**config.mk**
```make
export PLATFORM = sky130hd
export DESIGN_NAME = mem_arbiter_flat
export DESIGN_NICKNAME = d
export VERILOG_FILES = /design/src/rtl/mem_arbiter_if.sv /design/src/rtl/mem_arbiter.sv /design/src/flat_wrapper.sv
export SDC_FILE = /design/constraint.sdc
export NUM_CORES = 1
export LEC_CHECK = 0
export BUFFER_PORTS_ARGS = -buffer_cell sky130_fd_sc_hd__buf_2
export CAP_MARGIN = 10
export CELL_PAD_IN_SITES_DETAIL_PLACEMENT = 0
export CELL_PAD_IN_SITES_GLOBAL_PLACEMENT = 2
export CORE_MARGIN = 10
export CORE_UTILIZATION = 23
export CTS_CLUSTER_SIZE = 20
export DETAILED_ROUTE_END_ITERATION = 7
export GPL_ROUTABILITY_DRIVEN = 0
export PLACE_DENSITY = 0.76
export SLEW_MARGIN = 20
export SYNTH_ARGS = -nofsm -noshare
export SYNTH_HDL_FRONTEND = slang
export SYNTH_SLANG_ARGS = --single-unit
```
**constraint.sdc**
```tcl
create_clock -name clk_i -period 2.3 [get_ports clk_i]
set_clock_uncertainty 0.15 [all_clocks]
set_input_delay 0.46 -clock clk_i [delete_from_list [all_inputs] [get_ports clk_i]]
set_output_delay 0.46 -clock clk_i [all_outputs]
set_load 0.05 [all_outputs]
```
**src/rtl/mem_arbiter_if.sv**
```systemverilog
// Pipeline-side and memory-side handshake bundle for mem_arbiter.
// master is the arbiter's view; slave is the view of the pipeline plus memory model.
interface mem_arbiter_if #(
    parameter int ADDR_WIDTH = 32
);
    logic                  if_req_i;
    logic [ADDR_WIDTH-1:0] if_addr_i;
    logic [31:0]           if_rdata_o;
    logic                  if_valid_o;
    logic                  flush_i;
    logic                  dm_req_i;
    logic                  dm_we_i;
    logic                  dm_byte_i;
    logic [ADDR_WIDTH-1:0] dm_addr_i;
    logic [31:0]           dm_wdata_i;
    logic [31:0]           dm_rdata_o;
    logic                  dm_valid_o;
    logic                  mem_req_o;
    logic                  mem_we_o;
    logic [3:0]            mem_be_o;
    logic [ADDR_WIDTH-1:0] mem_addr_o;
    logic [31:0]           mem_wdata_o;
    logic                  mem_gnt_i;
    logic                  mem_rvalid_i;
    logic [31:0]           mem_rdata_i;
    logic                  stall_f_o;
    logic                  stall_m_o;

    modport master (
        input  if_req_i, if_addr_i, flush_i,
        input  dm_req_i, dm_we_i, dm_byte_i, dm_addr_i, dm_wdata_i,
        input  mem_gnt_i, mem_rvalid_i, mem_rdata_i,
        output if_rdata_o, if_valid_o, dm_rdata_o, dm_valid_o,
        output mem_req_o, mem_we_o, mem_be_o, mem_addr_o, mem_wdata_o,
        output stall_f_o, stall_m_o
    );

    modport slave (
        output if_req_i, if_addr_i, flush_i,
        output dm_req_i, dm_we_i, dm_byte_i, dm_addr_i, dm_wdata_i,
        output mem_gnt_i, mem_rvalid_i, mem_rdata_i,
        input  if_rdata_o, if_valid_o, dm_rdata_o, dm_valid_o,
        input  mem_req_o, mem_we_o, mem_be_o, mem_addr_o, mem_wdata_o,
        input  stall_f_o, stall_m_o
    );
endinterface

```
**src/rtl/mem_arbiter.sv**
```systemverilog
// Shares one req/gnt/rvalid memory port between instruction fetch and the data stage,
// one transaction at a time, with fetch-flush discard and per-stage stall outputs.
module mem_arbiter #(
    parameter int ADDR_WIDTH = 32,
    parameter int DATA_WIDTH = 32
) (
    input  logic          clk_i,
    input  logic          rst_n_i,
    mem_arbiter_if.master bus
);
    typedef enum logic [2:0] {IDLE, IF_REQ, IF_WAIT, DM_REQ, DM_WAIT} state_t;

    state_t                state_q, state_d;
    logic                  last_dm_q, discard_q;
    logic [ADDR_WIDTH-3:0] waddr_q;
    logic [1:0]            lane_q;
    logic                  byte_q, we_q;
    logic [3:0]            be_q;
    logic [DATA_WIDTH-1:0] wdata_q;
    logic                  pick_if, pick_dm, if_done, dm_done, set_discard;
    logic [7:0]            byte_sel;

    always_ff @(posedge clk_i or negedge rst_n_i) begin
        if (!rst_n_i) state_q <= IDLE;
        else          state_q <= state_d;
    end

    always_comb begin
        state_d     = state_q;
        pick_if     = 1'b0;
        pick_dm     = 1'b0;
        if_done     = 1'b0;
        dm_done     = 1'b0;
        set_discard = 1'b0;
        case (state_q)
            IDLE: begin
                // Data normally wins; fetch wins right after a data completion.
                if (bus.if_req_i && (!bus.dm_req_i || last_dm_q)) begin
                    pick_if = 1'b1;
                    state_d = IF_REQ;
                end else if (bus.dm_req_i) begin
                    pick_dm = 1'b1;
                    state_d = DM_REQ;
                end
            end
            IF_REQ: begin
                if (bus.mem_gnt_i) begin
                    state_d     = IF_WAIT;
                    set_discard = bus.flush_i;
                end else if (bus.flush_i) begin
                    state_d = IDLE;
                end
            end
            IF_WAIT: begin
                if (bus.mem_rvalid_i) begin
                    if_done = 1'b1;
                    state_d = IDLE;
                end else begin
                    set_discard = bus.flush_i;
                end
            end
            DM_REQ: begin
                if (bus.mem_gnt_i) state_d = DM_WAIT;
            end
            DM_WAIT: begin
                if (bus.mem_rvalid_i) begin
                    dm_done = 1'b1;
                    state_d = IDLE;
                end
            end
            default: state_d = IDLE;
        endcase
    end

    always_ff @(posedge clk_i or negedge rst_n_i) begin
        if (!rst_n_i) begin
            last_dm_q <= 1'b0;
            discard_q <= 1'b0;
        end else begin
            if (dm_done)      last_dm_q <= 1'b1;
            else if (if_done) last_dm_q <= 1'b0;
            if (if_done)          discard_q <= 1'b0;
            else if (set_discard) discard_q <= 1'b1;
        end
    end

    // Request fields are captured once at arbitration and held for the whole transaction.
    always_ff @(posedge clk_i or negedge rst_n_i) begin
        if (!rst_n_i) begin
            waddr_q <= '0;
            lane_q  <= 2'b00;
            byte_q  <= 1'b0;
            we_q    <= 1'b0;
            be_q    <= 4'b0000;
            wdata_q <= '0;
        end else if (pick_if) begin
            waddr_q <= bus.if_addr_i[ADDR_WIDTH-1:2];
            lane_q  <= bus.if_addr_i[1:0];
            byte_q  <= 1'b0;
            we_q    <= 1'b0;
            be_q    <= 4'b1111;
        end else if (pick_dm) begin
            waddr_q <= bus.dm_addr_i[ADDR_WIDTH-1:2];
            lane_q  <= bus.dm_addr_i[1:0];
            byte_q  <= bus.dm_byte_i;
            we_q    <= bus.dm_we_i;
            be_q    <= bus.dm_byte_i ? (4'b0001 << bus.dm_addr_i[1:0]) : 4'b1111;
            wdata_q <= bus.dm_byte_i ? {4{bus.dm_wdata_i[7:0]}} : bus.dm_wdata_i;
        end
    end

    assign byte_sel = bus.mem_rdata_i[{lane_q, 3'b000} +: 8];

    assign bus.mem_req_o   = (state_q == IF_REQ) || (state_q == DM_REQ);
    assign bus.mem_we_o    = we_q;
    assign bus.mem_be_o    = be_q;
    assign bus.mem_addr_o  = {waddr_q, 2'b00};
    assign bus.mem_wdata_o = wdata_q;

    // A flush arriving with the response also kills the pulse.
    assign bus.if_valid_o  = if_done && !discard_q && !bus.flush_i;
    assign bus.dm_valid_o  = dm_done;
    assign bus.if_rdata_o  = bus.mem_rdata_i;
    assign bus.dm_rdata_o  = byte_q ? {24'h000000, byte_sel} : bus.mem_rdata_i;

    assign bus.stall_f_o   = bus.if_req_i && !bus.if_valid_o;
    assign bus.stall_m_o   = bus.dm_req_i && !bus.dm_valid_o;
endmodule

```
**src/flat_wrapper.sv**
```systemverilog
// flat-port wrapper written by rule: the top's interface ports become plain ports
module mem_arbiter_flat 
#(
    parameter int ADDR_WIDTH = 32,
    parameter int DATA_WIDTH = 32
)
  (clk_i, rst_n_i, bus_if_req_i, bus_if_addr_i, bus_flush_i, bus_dm_req_i, bus_dm_we_i, bus_dm_byte_i, bus_dm_addr_i, bus_dm_wdata_i, bus_mem_gnt_i, bus_mem_rvalid_i, bus_mem_rdata_i, bus_if_rdata_o, bus_if_valid_o, bus_dm_rdata_o, bus_dm_valid_o, bus_mem_req_o, bus_mem_we_o, bus_mem_be_o, bus_mem_addr_o, bus_mem_wdata_o, bus_stall_f_o, bus_stall_m_o);
  mem_arbiter_if #(.ADDR_WIDTH(ADDR_WIDTH)) bus_i ();
  input  logic clk_i;
  input  logic rst_n_i;
  input wire logic [$bits(bus_i.if_req_i)-1:0] bus_if_req_i;
  input wire logic [$bits(bus_i.if_addr_i)-1:0] bus_if_addr_i;
  input wire logic [$bits(bus_i.flush_i)-1:0] bus_flush_i;
  input wire logic [$bits(bus_i.dm_req_i)-1:0] bus_dm_req_i;
  input wire logic [$bits(bus_i.dm_we_i)-1:0] bus_dm_we_i;
  input wire logic [$bits(bus_i.dm_byte_i)-1:0] bus_dm_byte_i;
  input wire logic [$bits(bus_i.dm_addr_i)-1:0] bus_dm_addr_i;
  input wire logic [$bits(bus_i.dm_wdata_i)-1:0] bus_dm_wdata_i;
  input wire logic [$bits(bus_i.mem_gnt_i)-1:0] bus_mem_gnt_i;
  input wire logic [$bits(bus_i.mem_rvalid_i)-1:0] bus_mem_rvalid_i;
  input wire logic [$bits(bus_i.mem_rdata_i)-1:0] bus_mem_rdata_i;
  output wire logic [$bits(bus_i.if_rdata_o)-1:0] bus_if_rdata_o;
  output wire logic [$bits(bus_i.if_valid_o)-1:0] bus_if_valid_o;
  output wire logic [$bits(bus_i.dm_rdata_o)-1:0] bus_dm_rdata_o;
  output wire logic [$bits(bus_i.dm_valid_o)-1:0] bus_dm_valid_o;
  output wire logic [$bits(bus_i.mem_req_o)-1:0] bus_mem_req_o;
  output wire logic [$bits(bus_i.mem_we_o)-1:0] bus_mem_we_o;
  output wire logic [$bits(bus_i.mem_be_o)-1:0] bus_mem_be_o;
  output wire logic [$bits(bus_i.mem_addr_o)-1:0] bus_mem_addr_o;
  output wire logic [$bits(bus_i.mem_wdata_o)-1:0] bus_mem_wdata_o;
  output wire logic [$bits(bus_i.stall_f_o)-1:0] bus_stall_f_o;
  output wire logic [$bits(bus_i.stall_m_o)-1:0] bus_stall_m_o;
  assign bus_i.if_req_i = bus_if_req_i;
  assign bus_i.if_addr_i = bus_if_addr_i;
  assign bus_i.flush_i = bus_flush_i;
  assign bus_i.dm_req_i = bus_dm_req_i;
  assign bus_i.dm_we_i = bus_dm_we_i;
  assign bus_i.dm_byte_i = bus_dm_byte_i;
  assign bus_i.dm_addr_i = bus_dm_addr_i;
  assign bus_i.dm_wdata_i = bus_dm_wdata_i;
  assign bus_i.mem_gnt_i = bus_mem_gnt_i;
  assign bus_i.mem_rvalid_i = bus_mem_rvalid_i;
  assign bus_i.mem_rdata_i = bus_mem_rdata_i;
  assign bus_if_rdata_o = bus_i.if_rdata_o;
  assign bus_if_valid_o = bus_i.if_valid_o;
  assign bus_dm_rdata_o = bus_i.dm_rdata_o;
  assign bus_dm_valid_o = bus_i.dm_valid_o;
  assign bus_mem_req_o = bus_i.mem_req_o;
  assign bus_mem_we_o = bus_i.mem_we_o;
  assign bus_mem_be_o = bus_i.mem_be_o;
  assign bus_mem_addr_o = bus_i.mem_addr_o;
  assign bus_mem_wdata_o = bus_i.mem_wdata_o;
  assign bus_stall_f_o = bus_i.stall_f_o;
  assign bus_stall_m_o = bus_i.stall_m_o;
  mem_arbiter #(.ADDR_WIDTH(ADDR_WIDTH), .DATA_WIDTH(DATA_WIDTH)) u_core (.clk_i(clk_i), .rst_n_i(rst_n_i), .bus(bus_i));
endmodule
```
[After elaboration in Yosys (flattened, before gate mapping)]
Index checks and enable logic that the tools add are counted.
Storage, ports and cells
  word-level logic and storage cells: 74
  register bits: 75
Cells by class
  muxes and demuxes: 35
  bitwise gates (word level): 1
  shifts and indexed selects: 2
  eq/ne operators: 8
  reductions and logical operators: 19
Operators with widths (count)
  $mux W32: 2
  $mux W30: 2
  $shiftx A32 B6 Y8: 1
  $mux W1: 18
  $mux W3: 6
  $mux W4: 3
  $pmux W3 S4: 1
  $eq A3 B2 Y1 const B: 2
  $reduce_bool A2 Y1: 3
  $logic_and A1 B1 Y1: 5
  $logic_not A1 Y1: 5
  $mux W2: 2
  $reduce_and A4 Y1: 1
  $shl A1 B2 Y4 const A: 1
  $eq A3 B1 Y1 const B: 1
  $eq A3 B3 Y1 const B: 1
  $logic_not A3 Y1: 1
  $ne A3 B2 Y1 const B: 1
  $ne A3 B3 Y1 const B: 1
  $logic_or A1 B1 Y1: 2
  $ne A2 B1 Y1 const B: 1
  $ne A2 B2 Y1 const B: 1
  $pmux W1 S2: 1
  $reduce_and A2 Y1: 1
  2 further kinds: 2

[Longest topological paths before layout]
  depth in word-level cells: 7
  mapped depth: 6
  gate-level depth less buffers: 3

[Worst setup path after synthesis]
Ideal clock, no wire load.
  path kind: register -> output
  from: register u_core.state_q[0]
  to: output port bus_if_valid_o
  arrival time: 1746 ps
  required time: 1690 ps
  cell stages (with the launch flop): 5
  path slack: -56 ps
  cell sequence: dfrtp_1 > buf_4 > nor2_1 > nand3_1 > nor3_1
Between the ends
  word-level cells in the longest chain between the ends: 4
RTL lines
  start, declared: line mem_arbiter.sv:13  | state_t state_q, state_d;
  start signal, assigned: line mem_arbiter.sv:25  | else state_q <= state_d;
  $eq A3 B2 Y1: line mem_arbiter.sv:35  | case (state_q)
  $mux W1: line mem_arbiter.sv:35
  $logic_and A1 B1 Y1 (2 in series): line mem_arbiter.sv:121  | assign bus.if_valid_o = if_done && !discard_q && !bus.flush_i;
  end, declared: line flat_wrapper.sv:23  | output wire logic [$bits(bus_i.if_valid_o)-1:0] bus_if_valid_o;
Every way passes these cells.

[Final worst setup path]
  from: register u_core.lane_q[0]
  to: output port bus_dm_rdata_o[6]
Between the ends
  word-level cells in the longest chain between the ends: 2
RTL lines
  start, declared: line mem_arbiter.sv:16  | logic [1:0] lane_q;
  start signal, assigned: line mem_arbiter.sv:98  | lane_q <= bus.if_addr_i[1:0];
  start signal, assigned: line mem_arbiter.sv:104  | lane_q <= bus.dm_addr_i[1:0];
  $shiftx A32 B6 Y8: line mem_arbiter.sv:112  | assign byte_sel = bus.mem_rdata_i[{lane_q, 3'b000} +: 8];
  $mux W32: line mem_arbiter.sv:124  | assign bus.dm_rdata_o = byte_q ? {24'h000000, byte_sel} : bus.mem_rdata_i;
  end, declared: line flat_wrapper.sv:24  | output wire logic [$bits(bus_i.dm_rdata_o)-1:0] bus_dm_rdata_o;
Every way passes these cells.

==> impl_results.md <==
* Die area at approximately 24,000 µm²
* Final worst slack at -0.0527 ns
* Storage cell area at about 1900 µm²
* Pleak at 2.89 nW
* CP max stage cell: dfrtp_1
* Detail-routed via count per cell at 4.70
* Crit path cell chain: buf_6 -> mux2_4 -> a22o_1 -> a22o_1 -> buf_6
* WL per Instance at around 20 µm
* RSZ-0062 raised after global routing: true
* Area occupied by multi-input gates at 1880 µm²
* Setup WS pre-CTS at about 0.057 ns
* RR Endpoint: u_core.lane_q[1]
* Row count at 49
* Clock sinks at 75
* Die width at 154 µm
* DR iter-0 viols at 190
* Fmax achieved at approximately 430 MHz
* Mean post-synth cell area at roughly 11 µm²
* Final Hold Vio Count at 0
* Cell variety after synth at 38
* Top cells by count, synth: dfrtp_1, o21ai_0, buf_4
* CP required at 1.69 ns
* First-pass DRT Iterations at 4
* Status: complete, but fails checks
* Post-synth ARST share at 1.00
* Final setup violation count at 8
* Worst-path maximum fanout at 4
* Cts bufs inserted at 9
* Max-slew headroom at 0.641
* Clk_lat worst skew at between 0.3 and 0.4 ns
* Root buf cell: clkbuf_16
* WL met2 at approximately 8.8 mm
* # port buffers at around 270
* Violated checks: negative setup slack
* Crit end category: primary output
* Slew Limit Fails at 0
* Die H at about 150 µm
* Arrival time worst endpoint at 1.74 ns
* Syn Inst Count at 388
* Hold endpoint: u_core.state_q[0]
* Buf/Inv on CP at 2
* Reg2Reg Depth at 4
* Clock slew at reported path FFs at 0.06 ns
* Cell with the most instances after synthesis: dfrtp_1
* H-Tree Depth at 3
* Top sig layer: met4
* # IOs at about 280
* Number of global-route vias before repair at around 4,300
* CP peak stage delay at 0.42 ns
* Fill cells at 1,891
* Detail Route Antenna Nets at 0
* Crit start category: flip-flop
* CTS tree: yes
* Part of the cycle the worst path needs at 1.02
* Met3 wire len at between 1.5 and 2 mm
* Top cells by area, synth: dfrtp_1, o221a_2, buf_4
* Placed insts at ~840
* CTS Buffer Depth at 2
* First-pass GRT wire length at around 25 mm
* Pin count of the biggest net entering global routing at 47
* Hold Crit Start: bus_mem_gnt_i
* Area delta synth->final at 43.5%
* Hold/Removal Path Class: primary input to flip-flop
* Main synth FF type: dfrtp_1
* Number of synthesized flops with an enable pin at 0
* Met1 WL at 6.00 mm
* WHS at 0.218 ns
* Ys Warns at 0
* Fin nets at about 760
* Core footprint at roughly 18,000 µm²
* Dpl hpwl at roughly 13 mm
* Final wirelength at between 15 and 20 mm
* Total of max-cap violations at 0
* Hold path depth at 2
* All-Layer GR Usage at 0.133
* CP delay by family, top: flip-flops
* Initial Util at 0.232
* Share of the synthesized area in the top cell type at 0.453
* Worst setup path category: flip-flop to primary output
* Antenna violations before repair at 1
* Area leader, netlist: dfrtp_1
* GRT Residual Overflow at 0
* PD cells at between 1500 and 2000 nW/µm²
* Fin crit period at around 2.4 ns
* Fin cells at around 860
* Peak supply drop at approximately 0.82 mV
* Fin Setup TNS at -0.314 ns
* Seq cells post-synth at 75
* DRC errors left at 0
* Post-synthesis sequential area ratio at 0.453
* Routed vias at approximately 4,000
* Reg2reg start: u_core.state_q[0]
* Share of layout cells above drive strength 1 at 0.571
* Synthesized area at between 4000 and 5000 µm²
* Slew @ Worst Pin at 0.538 ns
* Flop-to-flop setup slack at roughly 0.31 ns
## cell usage in the layout (no fill, tap or decap), types with 3 or more instances in the layout
cell type / count
o21ai_0: 52
buf_6: 10
buf_4: 11
nand3b_1: 3
a22o_1: 16
nor2_1: 3
nor2b_1: 26
nand2b_1: 3
o22a_1: 4
a21oi_1: 5
buf_2: 263
nand2_1: 3
dfrtp_1: 73
o221a_2: 30
mux2i_1: 24
mux2_4: 7
clkbuf_16: 9
mux2_2: 9
inv_1: 3
or3_1: 30
## what timing repair did
item / 4_1_cts / 5_1_grt
endpoints found under the hold margin: 29 / 0
gates resized for setup: 22 / 7
setup endpoints to repair: 8 / 10
setup buffers: 1 / 0
hold buffers: 1 / 0
## metal layers
metal | track usage | up-vias
met3 | 0.0507 | 27
met2 | 0.238 | 190
met5 | 0 | -
met1 | 0.136 | 1938
li1 | - | 1865
met4 | 0.0540 | 0
## cell type report
| class | count | share of cell area |
|---|---|---|
| tap | 229 | 0.0482 |
| inverter | 3 | 0.00189 |
| antenna | 2 | 0.000841 |
| sequential | 75 | 0.316 |
| clock buffer | 12 | 0.0431 |
| clock inverter | 4 | 0.0122 |
| multi-input combinational | 243 | 0.315 |
| timing repair buffer | 287 | 0.262 |
## state kept, by name, summed over array words and instances (netlist names)
| name | cells |
|---|---|
| u_core.byte_q | 1 |
| u_core.lane_q | 2 |
| u_core.bus.mem_be_o | 4 |
| u_core.waddr_q | 30 |
| u_core.bus.mem_wdata_o | 32 |
| u_core.state_q | 3 |
| u_core.discard_q | 1 |
| u_core.last_dm_q | 1 |
| u_core.bus.mem_we_o | 1 |
## how the worst max path moves through the flow
stage | start | end | slack (ns) | cells after the start
2_1_floorplan | u_core.lane_q[0] | bus_dm_rdata_o[0] | 0.17 | 4
3_3_place_gp | u_core.lane_q[0] | bus_dm_rdata_o[6] | 0.11 | 4
3_5_place_dp | u_core.lane_q[0] | bus_dm_rdata_o[6] | 0.06 | 4
4_1_cts | u_core.lane_q[0] | bus_dm_rdata_o[6] | -0.08 | 5
5_1_grt | u_core.lane_q[0] | bus_dm_rdata_o[6] | -0.12 | 5
6_report | u_core.lane_q[0] | bus_dm_rdata_o[6] | -0.05 | 5
## logic make-up after synthesis
| logic type | synth area share |
|---|---|
| DFF | 0.453 |
| xor gates and xnor gates | 0.00211 |
| buffers and inverters | 0.105 |
| and+or+nand+nor | 0.119 |
| AOI/OAI and AO/OA | 0.219 |
| other | 0.000904 |
| muxes | 0.101 |
## where the power goes
| part | internal (mW) | total (mW) | switching [mW] |
|---|---|---|---|
| Clock | 1.01 | 1.56 | 0.555 |
| Combinational | 1.68 | 5.90 | 4.22 |
| Sequential | 1.95 | 2.34 | 0.389 |
| Total | 4.64 | 9.81 | 5.16 |
## metrics by stage
step / total power [mW] / utilization / area, µm²
2_1_floorplan: 6.73 / - / 4160
3_3_place_gp: 8.12 / 0.309 / 5510
3_5_place_dp: 8.18 / 0.309 / 5510
4_1_cts: 9.90 / 0.332 / 5920
5_1_grt: 10.3 / 0.333 / 5950
6_report: 9.81 / 0.333 / 5950
No activity file was read; power rests on OpenSTA's default activity.
